**src/rtl/prco_pipe_ctrl_pkg.sv**
```systemverilog
// -----------------------------------------------------------------------------
// prco_pipe_ctrl_pkg
// Shared definitions for the PRCO pipeline sequencer: PC width and reset value,
// the 4-bit sequencer state encoding, and the modulo PC increment helper.
// -----------------------------------------------------------------------------
package prco_pipe_ctrl_pkg;

   localparam int unsigned PC_W = 32'd16;

   typedef logic [PC_W-1:0] pc_t;

   localparam pc_t PC_RESET = 16'h0000;

   typedef enum logic [3:0] {
      S_IDLE   = 4'd0,
      S_FETCH  = 4'd1,
      S_FWAIT  = 4'd2,
      S_DECODE = 4'd3,
      S_EXEC   = 4'd4,
      S_ALU    = 4'd5,
      S_MEM    = 4'd6,
      S_HALT   = 4'd7
   } state_e;

   // 16-bit modulo increment: 16'hFFFF wraps to 16'h0000 silently.
   function automatic pc_t pc_inc(input pc_t pc);
      return pc + 16'd1;
   endfunction

endpackage

```
**src/rtl/prco_pipe_ctrl_if.sv**
```systemverilog
// -----------------------------------------------------------------------------
// prco_pipe_if
// Bundle of the sequencer's stage handshakes.
//   master : the sequencer (drives q_*, samples i_*)
//   slave  : fetch/decode/ALU/RAM side (drives i_*, samples q_*)
// Signals:
//   i_run, i_imem_rdy, i_dec_halt, i_alu_ce_reg, i_alu_ce_ram, i_alu_branch,
//   i_alu_result[15:0], i_ram_done  -> into the sequencer
//   q_pc[15:0], q_ce_fetch, q_ce_dec, q_ce_alu, q_busy, q_halted, q_err
//                                   -> out of the sequencer
// -----------------------------------------------------------------------------
interface prco_pipe_if;

   logic                     i_run;
   logic                     i_imem_rdy;
   logic                     i_dec_halt;
   logic                     i_alu_ce_reg;
   logic                     i_alu_ce_ram;
   logic                     i_alu_branch;
   prco_pipe_ctrl_pkg::pc_t  i_alu_result;
   logic                     i_ram_done;

   prco_pipe_ctrl_pkg::pc_t  q_pc;
   logic                     q_ce_fetch;
   logic                     q_ce_dec;
   logic                     q_ce_alu;
   logic                     q_busy;
   logic                     q_halted;
   logic                     q_err;

   modport master (
      input  i_run, i_imem_rdy, i_dec_halt, i_alu_ce_reg, i_alu_ce_ram,
             i_alu_branch, i_alu_result, i_ram_done,
      output q_pc, q_ce_fetch, q_ce_dec, q_ce_alu, q_busy, q_halted, q_err
   );

   modport slave (
      output i_run, i_imem_rdy, i_dec_halt, i_alu_ce_reg, i_alu_ce_ram,
             i_alu_branch, i_alu_result, i_ram_done,
      input  q_pc, q_ce_fetch, q_ce_dec, q_ce_alu, q_busy, q_halted, q_err
   );

endinterface

```
**src/rtl/prco_pipe_ctrl_perf_cnt.sv**
```systemverilog
// -----------------------------------------------------------------------------
// prco_perf_cnt
// Busy-cycle and retired-instruction counters for the PRCO sequencer.
// Ports:
//   i_clk, i_rst_n   clock, async active-low reset
//   i_clr            synchronous clear (sequencer leaving S_IDLE)
//   i_busy           count this cycle as busy
//   i_retire         one instruction retires at this edge
//   q_cyc_cnt[31:0]  busy cycles since last clear (wraps mod 2^32)
//   q_ret_cnt[31:0]  retired instructions since last clear (wraps mod 2^32)
// -----------------------------------------------------------------------------
module prco_perf_cnt (
   input  logic        i_clk,
   input  logic        i_rst_n,
   input  logic        i_clr,
   input  logic        i_busy,
   input  logic        i_retire,
   output logic [31:0] q_cyc_cnt,
   output logic [31:0] q_ret_cnt
);

   logic [31:0] r_cyc_cnt;
   logic [31:0] r_ret_cnt;

   // Both counters clear together on run start and otherwise wrap freely.
   always_ff @(posedge i_clk or negedge i_rst_n) begin
      if (!i_rst_n) begin
         r_cyc_cnt <= 32'd0;
         r_ret_cnt <= 32'd0;
      end else if (i_clr) begin
         r_cyc_cnt <= 32'd0;
         r_ret_cnt <= 32'd0;
      end else begin
         r_cyc_cnt <= r_cyc_cnt + {31'd0, i_busy};
         r_ret_cnt <= r_ret_cnt + {31'd0, i_retire};
      end
   end

   assign q_cyc_cnt = r_cyc_cnt;
   assign q_ret_cnt = r_ret_cnt;

endmodule

```
**src/rtl/prco_pipe_ctrl.sv**
```systemverilog
// -----------------------------------------------------------------------------
// prco_pipe_ctrl
// Multi-cycle sequencer for the PRCO core. Walks each instruction through
// FETCH -> FWAIT -> DECODE -> EXEC -> ALU (-> MEM), pulsing one stage enable
// per step, owns the program counter and flags halt / ALU protocol errors.
// Ports:
//   i_clk, i_rst_n   core clock, async active-low reset
//   bus (master)     stage handshakes, PC and status (see prco_pipe_if)
//   q_cyc_cnt/q_ret_cnt [31:0]  performance counters, only when the macro
//                    PRCO_PIPE_PERF_EN is defined
// -----------------------------------------------------------------------------
module prco_pipe_ctrl
   import prco_pipe_ctrl_pkg::*;
(
   input  logic         i_clk,
   input  logic         i_rst_n,
   prco_pipe_if.master  bus
`ifdef PRCO_PIPE_PERF_EN
   ,
   output logic [31:0]  q_cyc_cnt,
   output logic [31:0]  q_ret_cnt
`endif
);

   state_e r_state;
   pc_t    r_pc;
   logic   r_ce_fetch;
   logic   r_ce_dec;
   logic   r_ce_alu;
   logic   r_busy;
   logic   r_halted;
   logic   r_err;

   // A stop request is only honoured where the sequencer would start a new
   // fetch, so the instruction in flight always finishes first.
   state_e w_next_fetch;
   logic   w_go_fetch;
   assign w_go_fetch   = bus.i_run;
   assign w_next_fetch = bus.i_run ? S_FETCH : S_IDLE;

   // Sequencer FSM; enables and status are registered alongside the state so
   // they line up exactly with the state they describe.
   always_ff @(posedge i_clk or negedge i_rst_n) begin
      if (!i_rst_n) begin
         r_state    <= S_IDLE;
         r_pc       <= PC_RESET;
         r_ce_fetch <= 1'b0;
         r_ce_dec   <= 1'b0;
         r_ce_alu   <= 1'b0;
         r_busy     <= 1'b0;
         r_halted   <= 1'b0;
         r_err      <= 1'b0;
      end else begin
         r_ce_fetch <= 1'b0;
         r_ce_dec   <= 1'b0;
         r_ce_alu   <= 1'b0;
         case (r_state)
            S_IDLE: begin
               if (bus.i_run) begin
                  r_pc       <= PC_RESET;
                  r_err      <= 1'b0;
                  r_state    <= S_FETCH;
                  r_ce_fetch <= 1'b1;
                  r_busy     <= 1'b1;
               end
            end
            S_FETCH: r_state <= S_FWAIT;
            S_FWAIT: begin
               if (bus.i_imem_rdy) begin
                  r_state  <= S_DECODE;
                  r_ce_dec <= 1'b1;
               end
            end
            S_DECODE: begin
               if (bus.i_dec_halt) begin
                  r_state  <= S_HALT;
                  r_busy   <= 1'b0;
                  r_halted <= 1'b1;
               end else begin
                  r_state  <= S_EXEC;
                  r_ce_alu <= 1'b1;
               end
            end
            S_EXEC: r_state <= S_ALU;
            S_ALU: begin
               // Branch outranks RAM, RAM outranks register write-back.
               if (bus.i_alu_branch) begin
                  r_pc       <= bus.i_alu_result;
                  r_state    <= w_next_fetch;
                  r_ce_fetch <= w_go_fetch;
                  r_busy     <= w_go_fetch;
               end else if (bus.i_alu_ce_ram) begin
                  r_pc    <= pc_inc(r_pc);
                  r_state <= S_MEM;
               end else if (bus.i_alu_ce_reg) begin
                  r_pc       <= pc_inc(r_pc);
                  r_state    <= w_next_fetch;
                  r_ce_fetch <= w_go_fetch;
                  r_busy     <= w_go_fetch;
               end else begin
                  r_err    <= 1'b1;
                  r_state  <= S_HALT;
                  r_busy   <= 1'b0;
                  r_halted <= 1'b1;
               end
            end
            S_MEM: begin
               if (bus.i_ram_done) begin
                  r_state    <= w_next_fetch;
                  r_ce_fetch <= w_go_fetch;
                  r_busy     <= w_go_fetch;
               end
            end
            S_HALT: begin
               if (!bus.i_run) begin
                  r_state  <= S_IDLE;
                  r_halted <= 1'b0;
               end
            end
            default: begin
               r_state  <= S_IDLE;
               r_busy   <= 1'b0;
               r_halted <= 1'b0;
            end
         endcase
      end
   end

   assign bus.q_pc       = r_pc;
   assign bus.q_ce_fetch = r_ce_fetch;
   assign bus.q_ce_dec   = r_ce_dec;
   assign bus.q_ce_alu   = r_ce_alu;
   assign bus.q_busy     = r_busy;
   assign bus.q_halted   = r_halted;
   assign bus.q_err      = r_err;

`ifdef PRCO_PIPE_PERF_EN
   // An instruction retires when S_ALU completes without RAM or error, or
   // when S_MEM completes.
   logic w_retire;
   logic w_clr;
   assign w_retire = ((r_state == S_ALU) &&
                      (bus.i_alu_branch || (!bus.i_alu_ce_ram && bus.i_alu_ce_reg))) ||
                     ((r_state == S_MEM) && bus.i_ram_done);
   assign w_clr    = (r_state == S_IDLE) && bus.i_run;

   prco_perf_cnt u_perf_cnt (
      .i_clk     (i_clk),
      .i_rst_n   (i_rst_n),
      .i_clr     (w_clr),
      .i_busy    (r_busy),
      .i_retire  (w_retire),
      .q_cyc_cnt (q_cyc_cnt),
      .q_ret_cnt (q_ret_cnt)
   );
`endif

endmodule
```
**src/flat_wrapper.sv**
```systemverilog
// flat-port wrapper written by rule: the top's interface ports become plain ports
module prco_pipe_ctrl_flat import prco_pipe_ctrl_pkg::*;
  (i_clk, i_rst_n, bus_i_run, bus_i_imem_rdy, bus_i_dec_halt, bus_i_alu_ce_reg, bus_i_alu_ce_ram, bus_i_alu_branch, bus_i_alu_result, bus_i_ram_done, bus_q_pc, bus_q_ce_fetch, bus_q_ce_dec, bus_q_ce_alu, bus_q_busy, bus_q_halted, bus_q_err);
  prco_pipe_if bus_i ();
  input  logic i_clk;
  input  logic i_rst_n;
  input wire logic [$bits(bus_i.i_run)-1:0] bus_i_run;
  input wire logic [$bits(bus_i.i_imem_rdy)-1:0] bus_i_imem_rdy;
  input wire logic [$bits(bus_i.i_dec_halt)-1:0] bus_i_dec_halt;
  input wire logic [$bits(bus_i.i_alu_ce_reg)-1:0] bus_i_alu_ce_reg;
  input wire logic [$bits(bus_i.i_alu_ce_ram)-1:0] bus_i_alu_ce_ram;
  input wire logic [$bits(bus_i.i_alu_branch)-1:0] bus_i_alu_branch;
  input wire logic [$bits(bus_i.i_alu_result)-1:0] bus_i_alu_result;
  input wire logic [$bits(bus_i.i_ram_done)-1:0] bus_i_ram_done;
  output wire logic [$bits(bus_i.q_pc)-1:0] bus_q_pc;
  output wire logic [$bits(bus_i.q_ce_fetch)-1:0] bus_q_ce_fetch;
  output wire logic [$bits(bus_i.q_ce_dec)-1:0] bus_q_ce_dec;
  output wire logic [$bits(bus_i.q_ce_alu)-1:0] bus_q_ce_alu;
  output wire logic [$bits(bus_i.q_busy)-1:0] bus_q_busy;
  output wire logic [$bits(bus_i.q_halted)-1:0] bus_q_halted;
  output wire logic [$bits(bus_i.q_err)-1:0] bus_q_err;
  assign bus_i.i_run = bus_i_run;
  assign bus_i.i_imem_rdy = bus_i_imem_rdy;
  assign bus_i.i_dec_halt = bus_i_dec_halt;
  assign bus_i.i_alu_ce_reg = bus_i_alu_ce_reg;
  assign bus_i.i_alu_ce_ram = bus_i_alu_ce_ram;
  assign bus_i.i_alu_branch = bus_i_alu_branch;
  assign bus_i.i_alu_result = bus_i_alu_result;
  assign bus_i.i_ram_done = bus_i_ram_done;
  assign bus_q_pc = bus_i.q_pc;
  assign bus_q_ce_fetch = bus_i.q_ce_fetch;
  assign bus_q_ce_dec = bus_i.q_ce_dec;
  assign bus_q_ce_alu = bus_i.q_ce_alu;
  assign bus_q_busy = bus_i.q_busy;
  assign bus_q_halted = bus_i.q_halted;
  assign bus_q_err = bus_i.q_err;
  prco_pipe_ctrl u_core (.i_clk(i_clk), .i_rst_n(i_rst_n), .bus(bus_i));
endmodule
```
**config.mk**
```make
export PLATFORM = sky130hd
export DESIGN_NAME = prco_pipe_ctrl_flat
export DESIGN_NICKNAME = d
export VERILOG_FILES = /design/src/rtl/prco_pipe_ctrl_pkg.sv /design/src/rtl/prco_pipe_ctrl_if.sv /design/src/rtl/prco_pipe_ctrl_perf_cnt.sv /design/src/rtl/prco_pipe_ctrl.sv /design/src/flat_wrapper.sv
export SDC_FILE = /design/constraint.sdc
export NUM_CORES = 1
export LEC_CHECK = 0
export CAP_MARGIN = 20
export CELL_PAD_IN_SITES_DETAIL_PLACEMENT = 1
export CELL_PAD_IN_SITES_GLOBAL_PLACEMENT = 1
export CORE_MARGIN = 4
export CORE_UTILIZATION = 34
export DETAILED_ROUTE_END_ITERATION = 10
export PLACE_DENSITY = 0.79
export SETUP_SLACK_MARGIN = 0.3
export SKIP_CTS_REPAIR_TIMING = 1
export SYNTH_ARGS = -nofsm -noshare
export SYNTH_HDL_FRONTEND = slang
export SYNTH_SLANG_ARGS = --single-unit
```
**constraint.sdc**
```tcl
create_clock -name i_clk -period 1.9 [get_ports i_clk]
set_clock_uncertainty 0.15 [all_clocks]
set_input_delay 0.38 -clock i_clk [delete_from_list [all_inputs] [get_ports i_clk]]
set_output_delay 0.38 -clock i_clk [all_outputs]
set_load 0.01 [all_outputs]
```
==> key figures, run 1 <==
Placed design
  – Hpwl dp: 3740 microns
  – Cell count after placement: 304
  – Dpl ws: -0.212 ns
  – Port bufs: 46
  – Post-placement cell area: 0.00230 sq mm
  – RD Place Congestion: 0.792

Timing
  – Relative slew slack: 0.769
  – Period Utilization, post-route: 0.998
  – Tmin final: 1.90 ns
  – Unrepaired setup endpoints after global routing: yes
  – Final hold vios: 0
  – Setup ws final: 0.00360 ns
  – Final setup viols: 0
  – Max-slew violations: 0
  – Achievable frequency: 0.527 GHz
  – Worst-margin pin slew: 0.347 ns

Floorplan
  – Core area: 0.00450 sq mm
  – Die W: 77.2 microns
  – Rows: 24
  – Die ar.: 0.00595 sq mm
  – Initial Util: 0.361
  – I/O pin count: 47
  – Die Y: 77.2 microns

Clocking
  – Clock buffer depth: 2
  – CTS sink cnt: 25
  – Clock-pin slew of the registers on the worst-case setup and hold paths: 0.10 ns
  – H-tree lvl count: 1
  – CTS root buffer: clkbuf_8
  – TritonCTS buffer count: 3
  – Worst-Skew Late Latency: 0.28 ns
  – CTS tree: done

Finish
  – Fin cells: 329
  – Most frequent cells in the layout: buf_4 (38), dlymetal6s2s_1 (26), nand2_1 (23)
  – Share of cells above drive strength 1: 0.332
  – Area delta synth->final: 68.9%
  – Commonest non-fill, non-tap cell in the layout: buf_4
  – Multi-input logic area: 0.00107 sq mm
  – Final antenna diode count: 0
  – Fill cells: 496
  – Final design instance area without fill: 0.00275 sq mm
  – Nets: 304
  – FF/Latch Area: 639 sq um
  – Layout Utilization: 0.610

Synth
  – Cells after synthesis: 194
  – Synth top area cells: dfrtp_1 (38%), nand2_1 (5.5%), o21ai_1 (4.6%)
  – Yosys reg bits: 25
  – Most area-hungry cell type in the Yosys netlist: dfrtp_1
  – Yosys cell types: 44
  – Syn. warnings: 0
  – Synthesized area: 0.00163 sq mm
  – Share of the synthesized area in the top cell type: 0.385
  – Syn nets: 220
  – Syn Area/Cell: 8.38 sq um
  – Sequential share of the synthesized area: 0.385

Power
  – Combinational Power Share: 0.630
  – Net Sw Frac: 0.424
  – P_sw: 0.00155 W
  – Sequential share of power: 0.276
  – Internal: 0.00211 W
  – Leak Pwr: 1.51 nW
  – PwrDens: 1330 mW/mm^2
  – Clock Power Share: 0.094
  – Peak VDD IR: 674 uV

Global route
  – Gr ovfl total: 0
  – Vias in the first global route: 1,770
  – Initial antenna violation count: 0
  – Largest net degree at the start of global routing: 26
  – First-pass GRT wire length: 8400 microns
  – GRT Total Usage: 0.169

Critical path
  – Worst-path fanout max: 5
  – Critical Path Start: u_core.bus.q_pc[1]$_DFFE_PN0P_
  – CP arrival: 1.91 ns
  – CP Capture Type: flop
  – CP Data Required Time: 1.92 ns
  – R2R cell count: 6
  – Worst setup path category: reg2reg
  – Crit start category: flop
  – Reg-to-reg critical path startpoint: u_core.bus.q_pc[1]$_DFFE_PN0P_

Detailed routing
  – Residual DRC: 0
  – Drt initial violations: 75
  – Average via count per standard cell: 5.65
  – WL/cell: 19.0 microns
  – WL final: 6260 microns
  – Routed Antenna Nets: 0
  – Pre-Repair DR Iteration Count: 4
  – Routed via count: 1,860

Status
  – Status: complete, no violations

Worst hold path
  – Hold Path Class: in2async

Flow run
  – MaxCap Viol Count: 0
-- layer usage --
metal,up-vias,share of wire,GRT usage
met4,0,0.0085,0.0249
met2,52,0.52,0.301
li1,860,-,-
met1,940,0.43,0.213
met3,8,0.045,0.0363
met5,-,0,0
-- synthesized netlist by cell type --
library cell  count
a21o_1            4
nor2_1           16
nand2_2           1
o22a_1            1
and2_1            1
a31oi_1           2
nand4_4           1
nor2b_1           3
nor4b_2           1
nor4_1            4
nand2b_1          3
inv_1             3
o21ai_0           8
buf_2             6
o2bb2ai_1         1
nand4_1           4
xor2_1            7
o221ai_1          1
or4_4             1
nand3_1           9
a21oi_4           1
nand2_1          24
o21ai_1          15
a22o_1            3
ha_1              1
and3_1            1
a21oi_1          11
o22ai_1           1
mux2_2            1
xnor2_1           5
dfrtp_1          25
clkbuf_1          4
buf_1             2
nor3_1            4
or3_1             1
a32oi_1           3
inv_2             3
nor3_2            1
mux2i_1           3
or3_4             1
o31ai_1           4
nand3b_1          1
o21ai_2           1
and3b_2           1
-- final timing paths --
kind	end	slack [ns]
min in group i_clk	u_core.bus.q_busy$_DFFE_PN0P_	0.36
worst max register to register	u_core.bus.q_pc[12]$_DFFE_PN0P_	0.004
worst min-delay path	u_core.bus.q_pc[11]$_DFFE_PN0P_	0.32
worst min register to register	u_core.bus.q_busy$_DFFE_PN0P_	0.36
max in group asynchronous	u_core.r_state[2]$_DFFE_PN0P_	0.99
worst max-delay path	u_core.bus.q_pc[12]$_DFFE_PN0P_	0.004
-- power groups by stage --
stage,logic [W],registers [W],clock network [W]
2_1_floorplan,0.000907,0.00107,0
3_3_place_gp,0.00174,0.00101,0
3_5_place_dp,0.00179,0.00102,0
4_1_cts,0.00180,0.00101,0.000347
5_1_grt,0.00249,0.00103,0.000390
6_report,0.00231,0.00101,0.000343
-- registers in the layout, summed over array words and instances, names as in the netlist --
register and flops:
u_core.bus.q_pc 16, u_core.bus.q_ce_fetch 1, u_core.bus.q_ce_alu 1, u_core.bus.q_ce_dec 1, u_core.bus.q_busy 1, u_core.r_state 3
u_core.bus.q_err 1, u_core.bus.q_halted 1
-- kinds of logic (layout without fill, tap and decap cells) --
family	after synthesis	count (layout)	synth area share
xor+xnor	12	12	0.0646
fa+ha+maj	1	1	0.00769
buf+inv	18	100	0.0462
simple gates	78	79	0.255
compound gates	56	56	0.217
mux	4	4	0.0254
flops	25	25	0.385
-- critical path, stage by stage (launching register included) --
cell     delay [ns]
dfrtp_1        0.43
ha_4           0.17
inv_4          0.06
or4_4          0.56
xnor2_1        0.17
nor2_1         0.17
o21ai_2        0.07
-- layout make-up --
class / count / share of cell area
Timing Repair Buffer: 90 / 0.328
Tap cell: 52 / 0.0237
Clock buffer: 3 / 0.0150
Sequential cell: 25 / 0.233
Clock inverter: 1 / 0.00273
Inverter: 6 / 0.00911
Multi-Input combinational cell: 152 / 0.389
-- through the flow --
step           hold WS [ns]  setup TNS, ns  power, W
6_report              0.322              0   0.00366
2_1_floorplan       -0.0656              0   0.00198
3_5_place_dp          0.344          -2.85   0.00281
3_3_place_gp          0.313          -2.07   0.00274
5_1_grt               0.334        -0.0627   0.00392
4_1_cts               0.330        -0.0174   0.00315
Note: power is estimated with default switching activity, not from simulation.
==> run 2, diff against run 1 <==
--- a/config.mk
+++ b/config.mk
@@ -11,6 +11,7 @@
 export CORE_MARGIN = 4
 export CORE_UTILIZATION = 34
 export DETAILED_ROUTE_END_ITERATION = 10
+export GPL_ROUTABILITY_DRIVEN = 0
 export PLACE_DENSITY = 0.79
 export SETUP_SLACK_MARGIN = 0.3
 export SKIP_CTS_REPAIR_TIMING = 1
==> results of run 2 <==
The final DEF is identical to that of run 1; final timing and power are the same.
==> run 3, diff against run 2 <==
--- a/config.mk
+++ b/config.mk
@@ -5,14 +5,16 @@
 export SDC_FILE = /design/constraint.sdc
 export NUM_CORES = 1
 export LEC_CHECK = 0
+export ABC_AREA = 0
 export CAP_MARGIN = 20
 export CELL_PAD_IN_SITES_DETAIL_PLACEMENT = 1
 export CELL_PAD_IN_SITES_GLOBAL_PLACEMENT = 1
 export CORE_MARGIN = 4
-export CORE_UTILIZATION = 34
+export CORE_UTILIZATION = 37
 export DETAILED_ROUTE_END_ITERATION = 10
 export GPL_ROUTABILITY_DRIVEN = 0
-export PLACE_DENSITY = 0.79
+export MAX_ROUTING_LAYER = met4
+export PLACE_DENSITY = 0.85
 export SETUP_SLACK_MARGIN = 0.3
 export SKIP_CTS_REPAIR_TIMING = 1
 export SYNTH_ARGS = -nofsm -noshare
==> constraint.sdc (replaced) <==
create_clock -name i_clk -period 2.4 [get_ports i_clk]
set_clock_uncertainty 0.15 [all_clocks]
set_input_delay 0.48 -clock i_clk [delete_from_list [all_inputs] [get_ports i_clk]]
set_output_delay 0.48 -clock i_clk [all_outputs]
set_load 0.01 [all_outputs]
==> run 3 against run 2 <==
Power fell by 36%. Largest cell class unchanged. Largest power group unchanged. Clock-buffer cell count rose by 1. Worst hold slack improved by 0.017 ns. Clock power fell by 26%. Highest routed layer unchanged. Sequential cell count did not move. Sequential power fell by 18%. Critical endpoint is now bus_q_pc[2]. Global-route usage rose by 2.6 points. Register-to-register slack improved by 0.48 ns. Via count fell by 13%. Sequential share of layout area rose by 5.1 points.
==> key figures, run 3 (same netlist as run 1, synthesis figures left out) <==
Power
  – Leak Pwr: 0.897 nW
  – PwrDens: 1060 mW/mm^2
  – Peak VDD IR: 439 uV

Floorplan
  – Die ar.: 0.00552 sq mm
  – Die Y: 74.3 microns
  – Rows: 23
  – I/O pin count: 47
  – Core area: 0.00412 sq mm
  – Initial Util: 0.395
  – Die W: 74.3 microns

Critical path
  – Worst-path fanout max: 8
  – Buf/Inv on CP: 1
  – CP arrival: 1.39 ns
  – CP Data Required Time: 1.77 ns
  – CP Capture Type: primary output
  – Worst setup path category: reg2out
  – Crit-path cells: clkdlybuf4s50_1
  – Crit-path slowest cell: clkdlybuf4s50_1
  – Top Family by Delay on Critical Path: buffers and inverters
  – Critical path's largest stage delay: 0.61 ns
  – Crit start category: flop

Finish
  – Commonest non-fill, non-tap cell in the layout: clkdlybuf4s50_1
  – FF/Latch Area: 626 sq um
  – Share of cells above drive strength 1: 0.104
  – Fin cells: 290
  – Final antenna diode count: 0
  – Largest register FFs: 16
  – Fill cells: 515
  – Nets: 267
  – Area delta synth->final: 35.5%
  – Most frequent cells in the layout: clkdlybuf4s50_1 (46), dfrtp_1 (25), nand2_1 (24)
  – Multi-input logic area: 928 sq um

Timing
  – Final setup viols: 0
  – Achievable frequency: 0.494 GHz
  – Final hold vios: 0
  – Tmin final: 2.02 ns
  – TNS Setup: 0 ns
  – Worst-margin pin slew: 0.471 ns
  – Period Utilization, post-route: 0.843
  – Max-slew violations: 0
  – Unrepaired setup endpoints after global routing: no
  – Relative slew slack: 0.685

Placed design
  – Port bufs: 46
  – Hpwl dp: 3630 microns
  – Cell count after placement: 286

Detailed routing
  – Residual DRC: 0
  – Drt initial violations: 87
  – WL final: 4790 microns
  – WL/cell: 16.5 microns
  – Pre-Repair DR Iteration Count: 4
  – Average via count per standard cell: 5.57
  – Routed Antenna Nets: 0
  – Routed via count: 1,614

Clocking
  – CTS tree: done
  – CTS sink cnt: 25
  – Worst-Skew Late Latency: 0.27 ns
  – Clock buffer depth: 2
  – H-tree lvl count: 1
  – CTS root buffer: clkbuf_8
  – Clock-pin slew of the registers on the worst-case setup and hold paths: 0.08 ns
  – TritonCTS buffer count: 3

Flow run
  – MaxCap Viol Count: 0

Global route
  – Largest net degree at the start of global routing: 28
  – Vias in the first global route: 1,659
  – GRT Total Usage: 0.195
  – Initial antenna violation count: 0
  – First-pass GRT wire length: 7990 microns
  – Gr ovfl total: 0

Worst hold path
  – Hold Path Class: reg2reg

Status
  – Status: complete, no violations
run 3: cell count changes in the layout (fill, tap and decap cells not counted), sizes merged:
cell / change
and2: -1
clkinvlp: -1
clkdlybuf4s50: +26
dlymetal6s2s: -26
buf: -35
run 3: layer usage:
| layer | track usage | share of wire | up-vias |
|---|---|---|---|
| li1 | - | - | 780 |
| met1 | 0.247 | 0.43 | 775 |
| met2 | 0.321 | 0.49 | 50 |
| met3 | 0.0270 | 0.063 | 9 |
| met4 | 0.0652 | 0.018 | 0 |
| met5 | - | 0 | - |
run 3: final cells by class:
type,instances,area share
multi-input combinational,151,0.421
sequential,25,0.284
timing repair buffer,54,0.236
tap,50,0.0284
clock buffer,4,0.0204
inverter,6,0.0102
run 3: worst paths after layout:
check	start	end	slack [ns]	depth (start not counted)
hold / removal	u_core.bus.q_busy$_DFFE_PN0P_	u_core.bus.q_busy$_DFFE_PN0P_	0.34	1
setup / recovery	u_core.bus.q_pc[2]$_DFFE_PN0P_	bus_q_pc[2]	0.38	1
setup reg to reg	u_core.bus.q_pc[2]$_DFFE_PN0P_	u_core.bus.q_pc[14]$_DFFE_PN0P_	0.48	5
max in group asynchronous	i_rst_n	u_core.bus.q_ce_dec$_DFF_PN0_	1.42	2
hold reg to reg	u_core.bus.q_busy$_DFFE_PN0P_	u_core.bus.q_busy$_DFFE_PN0P_	0.34	1
min in group asynchronous	i_rst_n	u_core.bus.q_pc[10]$_DFFE_PN0P_	0.42	2
run 3: metrics by stage:
| stage | hold slack (ns) | total power [W] | cell area (sq um) | worst slack [ns] | util |
|---|---|---|---|---|---|
| finish | 0.339 | 0.00235 | 2200 | 0.376 | 0.536 |
| global placement | 0.313 | 0.00204 | 2160 | 0.0868 | 0.524 |
| CTS | 0.346 | 0.00237 | 2200 | 0.224 | 0.535 |
| detailed placement | 0.326 | 0.00210 | 2160 | 0.00980 | 0.524 |
| floorplan | 0.0344 | 0.00152 | 1630 | 0.454 | - |
| global route | 0.385 | 0.00254 | 2200 | 0.323 | 0.536 |
run 3: power by group:
group	leakage [nW]	switching [W]	total, W	internal (W)
registers	0.330	0.000234	0.000830	0.000595
logic	0.544	0.000631	0.00126	0.000631
clock network	0.0228	0.000135	0.000254	0.000119
